--- config.mk ---
export PLATFORM = sky130hd
export DESIGN_NAME = spm_control_unit_flat
export DESIGN_NICKNAME = d
export VERILOG_FILES = /design/src/rtl/spm_control_unit_if.sv /design/src/rtl/spm_control_unit.sv /design/src/flat_wrapper.sv
export SDC_FILE = /design/constraint.sdc
export NUM_CORES = 1
export LEC_CHECK = 0
export BUFFER_PORTS_ARGS = -buffer_cell sky130_fd_sc_hd__buf_2
export CAP_MARGIN = 40
export CORE_MARGIN = 8
export CORE_UTILIZATION = 46
export DETAILED_ROUTE_END_ITERATION = 12
export GPL_ROUTABILITY_DRIVEN = 0
export PLACE_DENSITY = 0.76
export SLEW_MARGIN = 0
export SYNTH_ARGS = -nofsm -noshare
export SYNTH_HDL_FRONTEND = slang
export SYNTH_SLANG_ARGS = --single-unit
--- constraint.sdc ---
create_clock -name clk -period 1.6 [get_ports clk]
set_clock_uncertainty 0.05 [all_clocks]
set_input_delay 0.32 -clock clk [delete_from_list [all_inputs] [get_ports clk]]
set_output_delay 0.32 -clock clk [all_outputs]
set_load 0.02 [all_outputs]
--- src/rtl/spm_control_unit_if.sv ---
// Signal bundle between the RISC SPM control unit and its processing unit.
// master = control unit (drives loads/selects), slave = processing unit.
interface spm_control_unit_if #(
  parameter int word_size = 8,
  parameter int Sel1_size = 3,
  parameter int Sel2_size = 2
);
  logic [word_size-1:0] instruction;
  logic                 Zflag;
  logic                 Load_R0;
  logic                 Load_R1;
  logic                 Load_R2;
  logic                 Load_R3;
  logic                 Load_PC;
  logic                 Inc_PC;
  logic [Sel1_size-1:0] Sel_Bus_1_Mux;
  logic [Sel2_size-1:0] Sel_Bus_2_Mux;
  logic                 Load_IR;
  logic                 Load_Add_R;
  logic                 Load_Reg_Y;
  logic                 Load_Reg_Z;
  logic                 write;
  logic                 halt;

  modport master (
    input  instruction, Zflag,
    output Load_R0, Load_R1, Load_R2, Load_R3, Load_PC, Inc_PC,
           Sel_Bus_1_Mux, Sel_Bus_2_Mux, Load_IR, Load_Add_R,
           Load_Reg_Y, Load_Reg_Z, write, halt
  );

  modport slave (
    output instruction, Zflag,
    input  Load_R0, Load_R1, Load_R2, Load_R3, Load_PC, Inc_PC,
           Sel_Bus_1_Mux, Sel_Bus_2_Mux, Load_IR, Load_Add_R,
           Load_Reg_Y, Load_Reg_Z, write, halt
  );
endinterface

--- src/rtl/spm_control_unit.sv ---
// Fetch/decode/execute sequencer for the 8-bit RISC SPM; Mealy outputs from state,
// opcode, src, dest and Zflag.
//
// state   | meaning
// S_idle  | just out of reset, no action
// S_fet1  | PC -> Add_R
// S_fet2  | mem -> IR, PC++
// S_dec   | decode; ALU ops load Y, NOT completes, memory/branch ops fetch operand address
// S_ex1   | ALU result -> R[dest] and Z
// S_rd1   | operand word -> Add_R, PC++
// S_rd2   | mem -> R[dest]
// S_wr1   | operand word -> Add_R, PC++
// S_wr2   | R[src] -> mem
// S_br1   | operand word -> Add_R
// S_br2   | mem -> PC
// S_halt  | stopped until reset
module spm_control_unit #(
  parameter int word_size  = 8,
  parameter int op_size    = 4,
  parameter int Sel1_size  = 3,
  parameter int Sel2_size  = 2,
  parameter int state_size = 4
) (
  input  logic                clk,
  input  logic                rst,
  spm_control_unit_if.master  bus
);
  typedef enum logic [state_size-1:0] {
    S_idle, S_fet1, S_fet2, S_dec, S_ex1, S_rd1, S_rd2,
    S_wr1, S_wr2, S_br1, S_br2, S_halt
  } state_t;

  localparam logic [op_size-1:0] OP_NOP = op_size'(0);
  localparam logic [op_size-1:0] OP_ADD = op_size'(1);
  localparam logic [op_size-1:0] OP_SUB = op_size'(2);
  localparam logic [op_size-1:0] OP_AND = op_size'(3);
  localparam logic [op_size-1:0] OP_NOT = op_size'(4);
  localparam logic [op_size-1:0] OP_RD  = op_size'(5);
  localparam logic [op_size-1:0] OP_WR  = op_size'(6);
  localparam logic [op_size-1:0] OP_BR  = op_size'(7);
  localparam logic [op_size-1:0] OP_BRZ = op_size'(8);

  localparam logic [Sel1_size-1:0] SEL1_PC   = Sel1_size'(4);
  localparam logic [Sel2_size-1:0] SEL2_ALU  = Sel2_size'(0);
  localparam logic [Sel2_size-1:0] SEL2_BUS1 = Sel2_size'(1);
  localparam logic [Sel2_size-1:0] SEL2_MEM  = Sel2_size'(2);

  state_t state_q, state_d;

  logic [op_size-1:0]   opcode;
  logic [1:0]           src, dest;
  logic [3:0]           load_r;
  logic                 load_pc, inc_pc, load_ir, load_add_r;
  logic                 load_reg_y, load_reg_z, write_en, halt_o;
  logic [Sel1_size-1:0] sel1;
  logic [Sel2_size-1:0] sel2;

  assign opcode = bus.instruction[word_size-1 -: op_size];
  assign src    = bus.instruction[3:2];
  assign dest   = bus.instruction[1:0];

  always_comb begin
    state_d    = state_q;
    load_r     = '0;
    load_pc    = 1'b0;
    inc_pc     = 1'b0;
    load_ir    = 1'b0;
    load_add_r = 1'b0;
    load_reg_y = 1'b0;
    load_reg_z = 1'b0;
    write_en   = 1'b0;
    halt_o     = 1'b0;
    sel1       = '0;
    sel2       = '0;
    case (state_q)
      S_idle: state_d = S_fet1;
      S_fet1: begin
        sel1 = SEL1_PC; sel2 = SEL2_BUS1; load_add_r = 1'b1;
        state_d = S_fet2;
      end
      S_fet2: begin
        sel2 = SEL2_MEM; load_ir = 1'b1; inc_pc = 1'b1;
        state_d = S_dec;
      end
      S_dec: begin
        case (opcode)
          OP_NOP: state_d = S_fet1;
          OP_ADD, OP_SUB, OP_AND: begin
            sel1 = Sel1_size'(src); sel2 = SEL2_BUS1; load_reg_y = 1'b1;
            state_d = S_ex1;
          end
          OP_NOT: begin
            sel1 = Sel1_size'(src); sel2 = SEL2_ALU;
            load_r[dest] = 1'b1; load_reg_z = 1'b1;
            state_d = S_fet1;
          end
          OP_RD, OP_WR, OP_BR: begin
            sel1 = SEL1_PC; sel2 = SEL2_BUS1; load_add_r = 1'b1;
            state_d = (opcode == OP_RD) ? S_rd1 : (opcode == OP_WR) ? S_wr1 : S_br1;
          end
          OP_BRZ: begin
            if (bus.Zflag) begin
              sel1 = SEL1_PC; sel2 = SEL2_BUS1; load_add_r = 1'b1;
              state_d = S_br1;
            end else begin
              // not taken: step PC over the operand word
              inc_pc  = 1'b1;
              state_d = S_fet1;
            end
          end
          default: state_d = S_halt;
        endcase
      end
      S_ex1: begin
        sel1 = Sel1_size'(dest); sel2 = SEL2_ALU;
        load_r[dest] = 1'b1; load_reg_z = 1'b1;
        state_d = S_fet1;
      end
      S_rd1, S_wr1: begin
        sel2 = SEL2_MEM; load_add_r = 1'b1; inc_pc = 1'b1;
        state_d = (state_q == S_rd1) ? S_rd2 : S_wr2;
      end
      S_rd2: begin
        sel2 = SEL2_MEM; load_r[dest] = 1'b1;
        state_d = S_fet1;
      end
      S_wr2: begin
        sel1 = Sel1_size'(src); write_en = 1'b1;
        state_d = S_fet1;
      end
      S_br1: begin
        sel2 = SEL2_MEM; load_add_r = 1'b1;
        state_d = S_br2;
      end
      S_br2: begin
        sel2 = SEL2_MEM; load_pc = 1'b1;
        state_d = S_fet1;
      end
      S_halt: begin
        halt_o  = 1'b1;
        state_d = S_halt;
      end
      default: state_d = S_halt;
    endcase

    // reset masks every strobe in the same cycle so an aborted instruction loads nothing
    if (!rst) begin
      load_r     = '0;
      load_pc    = 1'b0;
      inc_pc     = 1'b0;
      load_ir    = 1'b0;
      load_add_r = 1'b0;
      load_reg_y = 1'b0;
      load_reg_z = 1'b0;
      write_en   = 1'b0;
      halt_o     = 1'b0;
      sel1       = '0;
      sel2       = '0;
    end
  end

  always_ff @(posedge clk) begin
    if (!rst) state_q <= S_idle;
    else      state_q <= state_d;
  end

  assign bus.Load_R0       = load_r[0];
  assign bus.Load_R1       = load_r[1];
  assign bus.Load_R2       = load_r[2];
  assign bus.Load_R3       = load_r[3];
  assign bus.Load_PC       = load_pc;
  assign bus.Inc_PC        = inc_pc;
  assign bus.Sel_Bus_1_Mux = sel1;
  assign bus.Sel_Bus_2_Mux = sel2;
  assign bus.Load_IR       = load_ir;
  assign bus.Load_Add_R    = load_add_r;
  assign bus.Load_Reg_Y    = load_reg_y;
  assign bus.Load_Reg_Z    = load_reg_z;
  assign bus.write         = write_en;
  assign bus.halt          = halt_o;
endmodule
--- src/flat_wrapper.sv ---
// flat-port wrapper written by rule: the top's interface ports become plain ports
module spm_control_unit_flat 
#(
  parameter int word_size  = 8,
  parameter int op_size    = 4,
  parameter int Sel1_size  = 3,
  parameter int Sel2_size  = 2,
  parameter int state_size = 4
)
  (clk, rst, bus_instruction, bus_Zflag, bus_Load_R0, bus_Load_R1, bus_Load_R2, bus_Load_R3, bus_Load_PC, bus_Inc_PC, bus_Sel_Bus_1_Mux, bus_Sel_Bus_2_Mux, bus_Load_IR, bus_Load_Add_R, bus_Load_Reg_Y, bus_Load_Reg_Z, bus_write, bus_halt);
  spm_control_unit_if #(.word_size(word_size), .Sel1_size(Sel1_size), .Sel2_size(Sel2_size)) bus_i ();
  input  logic clk;
  input  logic rst;
  input wire logic [$bits(bus_i.instruction)-1:0] bus_instruction;
  input wire logic [$bits(bus_i.Zflag)-1:0] bus_Zflag;
  output wire logic [$bits(bus_i.Load_R0)-1:0] bus_Load_R0;
  output wire logic [$bits(bus_i.Load_R1)-1:0] bus_Load_R1;
  output wire logic [$bits(bus_i.Load_R2)-1:0] bus_Load_R2;
  output wire logic [$bits(bus_i.Load_R3)-1:0] bus_Load_R3;
  output wire logic [$bits(bus_i.Load_PC)-1:0] bus_Load_PC;
  output wire logic [$bits(bus_i.Inc_PC)-1:0] bus_Inc_PC;
  output wire logic [$bits(bus_i.Sel_Bus_1_Mux)-1:0] bus_Sel_Bus_1_Mux;
  output wire logic [$bits(bus_i.Sel_Bus_2_Mux)-1:0] bus_Sel_Bus_2_Mux;
  output wire logic [$bits(bus_i.Load_IR)-1:0] bus_Load_IR;
  output wire logic [$bits(bus_i.Load_Add_R)-1:0] bus_Load_Add_R;
  output wire logic [$bits(bus_i.Load_Reg_Y)-1:0] bus_Load_Reg_Y;
  output wire logic [$bits(bus_i.Load_Reg_Z)-1:0] bus_Load_Reg_Z;
  output wire logic [$bits(bus_i.write)-1:0] bus_write;
  output wire logic [$bits(bus_i.halt)-1:0] bus_halt;
  assign bus_i.instruction = bus_instruction;
  assign bus_i.Zflag = bus_Zflag;
  assign bus_Load_R0 = bus_i.Load_R0;
  assign bus_Load_R1 = bus_i.Load_R1;
  assign bus_Load_R2 = bus_i.Load_R2;
  assign bus_Load_R3 = bus_i.Load_R3;
  assign bus_Load_PC = bus_i.Load_PC;
  assign bus_Inc_PC = bus_i.Inc_PC;
  assign bus_Sel_Bus_1_Mux = bus_i.Sel_Bus_1_Mux;
  assign bus_Sel_Bus_2_Mux = bus_i.Sel_Bus_2_Mux;
  assign bus_Load_IR = bus_i.Load_IR;
  assign bus_Load_Add_R = bus_i.Load_Add_R;
  assign bus_Load_Reg_Y = bus_i.Load_Reg_Y;
  assign bus_Load_Reg_Z = bus_i.Load_Reg_Z;
  assign bus_write = bus_i.write;
  assign bus_halt = bus_i.halt;
  spm_control_unit #(.word_size(word_size), .op_size(op_size), .Sel1_size(Sel1_size), .Sel2_size(Sel2_size), .state_size(state_size)) u_core (.clk(clk), .rst(rst), .bus(bus_i));
endmodule
==> impl_metrics.yaml, run 1 <==
floorplan:
  fp.dieH_um: 53.32
  ios: 28
  start_util_pct: 49.23
  die_w_um: 53.32
  num_rows: 13
status:
  stop_stage: "global routing (5_1_grt)"
  status: "stopped before the end"
  tool.error: "[ERROR DPL-0033] detailed placement checks failed during check placement."
place:
  portBuffers: 27
  hpwlAfterDp_mm: 1.712
  dp_slack_ns: -0.1742
yosys:
  async_flop_share_pct: 0
  yosys-top-cells-area: "dfxtp_1, a21oi_1, a31oi_1"
  synthDistinctLibCells: 36
  yosys_warnings: 0
  syn-num-nets: 101
  yosysTopAreaCell: "dfxtp_1"
  ys_ff_latch: 4
  ys_seq_area_share_pct: 12.50
  synth_edf_count: 0
  yosys-top-cells-count: "a21oi_1, nor2_1, buf_2, nand2_1, a31oi_1"
  yosys_most_used_dff: "dfxtp_1"
  netlist_instances: 90
  synth_top_area_share_pct: 12.50
  avgSynthCellArea_um2: 7.118
  syn-cell-area_um2: 640.6
global_routing:
  grt_antenna_before_repair: 0
  grt_max_degree: 9
sta:
  worst-endpoint-pin-kind: "top-level output"
  grt-worst-endpoint: "bus_Load_R2"
clock_network:
  htreeDepth: 1
  clock_sinks: 4
  clockBufferDepth: 2
  cts-root-buf: "clkbuf_4"
  numCtsBuffers: 3
[cell families after synthesis]
| kind of cell | after synthesis | share of synthesized area (%) |
|---|---|---|
| simple gates | 44 | 47.66 |
| compound gates | 31 | 31.64 |
| buf+inv | 11 | 8.203 |
| flops | 4 | 12.50 |
[what timing repair did]
item	in CTS
setup buffers	8
cloned	0
hold buffers	0
gates resized for setup	58
endpoints found under the setup margin	17
pin swaps	15
[metrics by stage]
step	setup TNS, ns	cell area, um2	hold slack [ns]	instances
2_1_floorplan	-0.1549	663.1	0.4412	90
4_1_cts	-2.630	1215	0.3275	157
3_5_place_dp	-1.062	944.7	0.5783	147
3_3_place_gp	-0.8377	944.7	0.5789	147
==> run 2, diff against run 1 <==
CORE_AREA = 8 8 69 71   (was unset)
CORE_MARGIN = unset   (was 8)
CORE_UTILIZATION = unset   (was 46)
DIE_AREA = 0 0 77 79   (was unset)
PLACE_DENSITY = unset   (was 0.76)
PLACE_DENSITY_LB_ADDON = 0.15   (was unset)
==> run 2 against run 1 <==
The flow now finishes, with violations (negative setup slack). Synthesized cell count did not move. Synthesized area unchanged.
==> impl_metrics.yaml, run 2 <==
status:
  status: "finished, violations left"
  violations: "negative setup slack"
sta:
  max_slew_margin_pct: 80.13
  layout_setup_ws_ns: -0.2326
  tightest_slew_ns: 0.2953
  max_freq_ghz: 0.5457
  whs_ns: 0.3655
  finalHoldViolCount: 0
  slew_violations: 0
  setup_tns_ns: -1.977
  finalCritPeriodShare_pct: 114.5
  period_needed_ns: 1.833
  setup_viol: 15
  rsz0062_at_grt: "yes"
yosys:
  synth_edf_count: 0
  synthDistinctLibCells: 36
  yosys_warnings: 0
  yosys-top-cells-area: "dfxtp_1, a21oi_1, a31oi_1"
  avgSynthCellArea_um2: 7.118
  syn-cell-area_um2: 640.6
  yosys_most_used_dff: "dfxtp_1"
  netlist_instances: 90
  ys_seq_area_share_pct: 12.50
  async_flop_share_pct: 0
  synth_top_area_share_pct: 12.50
  yosysTopAreaCell: "dfxtp_1"
  syn-num-nets: 101
  ys_ff_latch: 4
  yosys-top-cells-count: "a21oi_1, nor2_1, buf_2, nand2_1, a31oi_1"
clock_network:
  path_clk_slew_ns: 0.03
  clock_sinks: 4
  clockBufferDepth: 2
  htreeDepth: 1
  numCtsBuffers: 3
  ctsHoldBuffers: 0
  cts_tree: "built"
  insertion_delay_ns: 0.22
  cts-root-buf: "clkbuf_8"
drt:
  ant_nets: 0
  drc: 0
  vias: 922
  routedWlPerCell_um: 14.31
  drt-vias-per-instance: 4.753
  drt_pass1_iterations: 4
  totalWireLength_mm: 2.777
  drtIter0Drc: 20
floorplan:
  start_util_pct: 16.86
  die-area_um2: 6083
  core_um2: 3799
  ios: 28
  die_w_um: 77
  fp.dieH_um: 79
  num_rows: 23
place:
  place_area_um2: 1011
  dp_cells: 185
  portBuffers: 27
  hpwlAfterDp_mm: 2.049
critical_path:
  worstSetupStartpointType: "register"
  critical_path.cell_chain: "nor4b_4 -> a32oi_2 -> buf_4 -> nor4_2 -> buf_4"
  cp_num_buf_inv: 2
  critPathKind: "register to primary output"
  critPathRequiredTime_ns: 1.23
  crit_fanout: 6
  crit_top_cell: "buf_4"
  end_kind: "primary output"
  slowest_delay_ns: 0.37
  worstPathArrival_ns: 1.46
  critPathSlowestCell: "dfxtp_4"
  crit_family: "flip-flops"
final_layout:
  final_common_cell: "buf_4"
  fin_area_um2: 1361
  largest-register: "u_core.state_q"
  syn_to_final_growth_pct: 112.5
  fillers: 412
  final_cells: 194
  largest_register_ff_count: 4
  final_cell_mix: "buf_4, buf_6, buf_2"
  nNetsFinal: 157
  diodes: 0
  final_util_pct: 35.84
  drive_gt1_share_pct: 70.14
  top_regs: "u_core.state_q (4)"
global_routing:
  grt_overflow: 0
  grt_pass1_wl_mm: 4.326
  grt_antenna_before_repair: 0
  grt_use_total_pct: 8.398
  grt_max_degree: 10
  grt_pass1_vias: 933
power:
  pwr_density_cell_nw_per_um2: 495.2
  peakVddDrop_uv: 296.9
  leakagePower_nw: 0.5970
worst_hold_path:
  hp-class: "input pin to register"
run:
  maxCapViolCount: 0
-- run 2: cell counts after synthesis --
No cell type changed its count.
-- run 2: layer usage --
layer	wire, um	vias to the layer above	share of wire (%)	GRT usage [%]
met3	153	4	5.5	2.032
met5	0	-	0	0
met2	1369	37	49	14.78
met1	1215	433	44	9.961
met4	38	0	1.4	2.264
li1	-	448	-	-
-- run 2: where the power goes --
| group | internal [mW] | switching, mW | leakage (nW) |
|---|---|---|---|
| clock network | 0.160 | 0.0482 | 0.0216 |
| logic | 0.176 | 0.170 | 0.540 |
| registers | 0.107 | 0.0136 | 0.0355 |
-- run 2: path summary, 6_finish.rpt --
kind,slack [ns],cells past startpoint,from,endpoint
setup / recovery,-0.23,5,u_core.state_q[1]$_SDFF_PN0_,bus_Load_R2
setup reg to reg,0.18,6,u_core.state_q[2]$_SDFF_PN0_,u_core.state_q[3]$_SDFF_PN0_
hold reg to reg,0.53,2,u_core.state_q[0]$_SDFF_PN0_,u_core.state_q[0]$_SDFF_PN0_
hold / removal,0.37,2,rst,u_core.state_q[3]$_SDFF_PN0_
-- run 2: cells by family after synthesis --
| logic type | synth area share [%] |
|---|---|
| and+or+nand+nor | 47.66 |
| buffers and inverters | 8.203 |
| DFF | 12.50 |
| AOI/OAI and AO/OA | 31.64 |
-- run 2: final cells by class --
class                   count  area (um2)  share of cell area [%]
flip-flops and latches      4       95.09                   6.985
repair buffers             58       493.0                   36.21
inverters                   4       15.01                   1.103
multi-input cells          75       654.4                   48.07
well taps                  50       62.56                   4.596
clock buffers               3       41.29                   3.033
-- run 2: timing repair --
item                       in CTS  in global routing
pin swaps                       9                  9
cloned                          0                  0
buffers inserted                0                  6
gates resized for setup        43                 31
setup endpoints to repair      17                 16
-- run 2: per-stage QoR --
stage                     setup slack [ns]  power, mW
after CTS                          -0.2527     0.6154
after global routing               -0.3193     0.7139
after detailed placement           -0.2058     0.3739
after floorplan                   -0.05135     0.2555
after global placement             -0.1810     0.3743
final                              -0.2326     0.6741
Note: power is estimated with default switching activity, not from simulation.
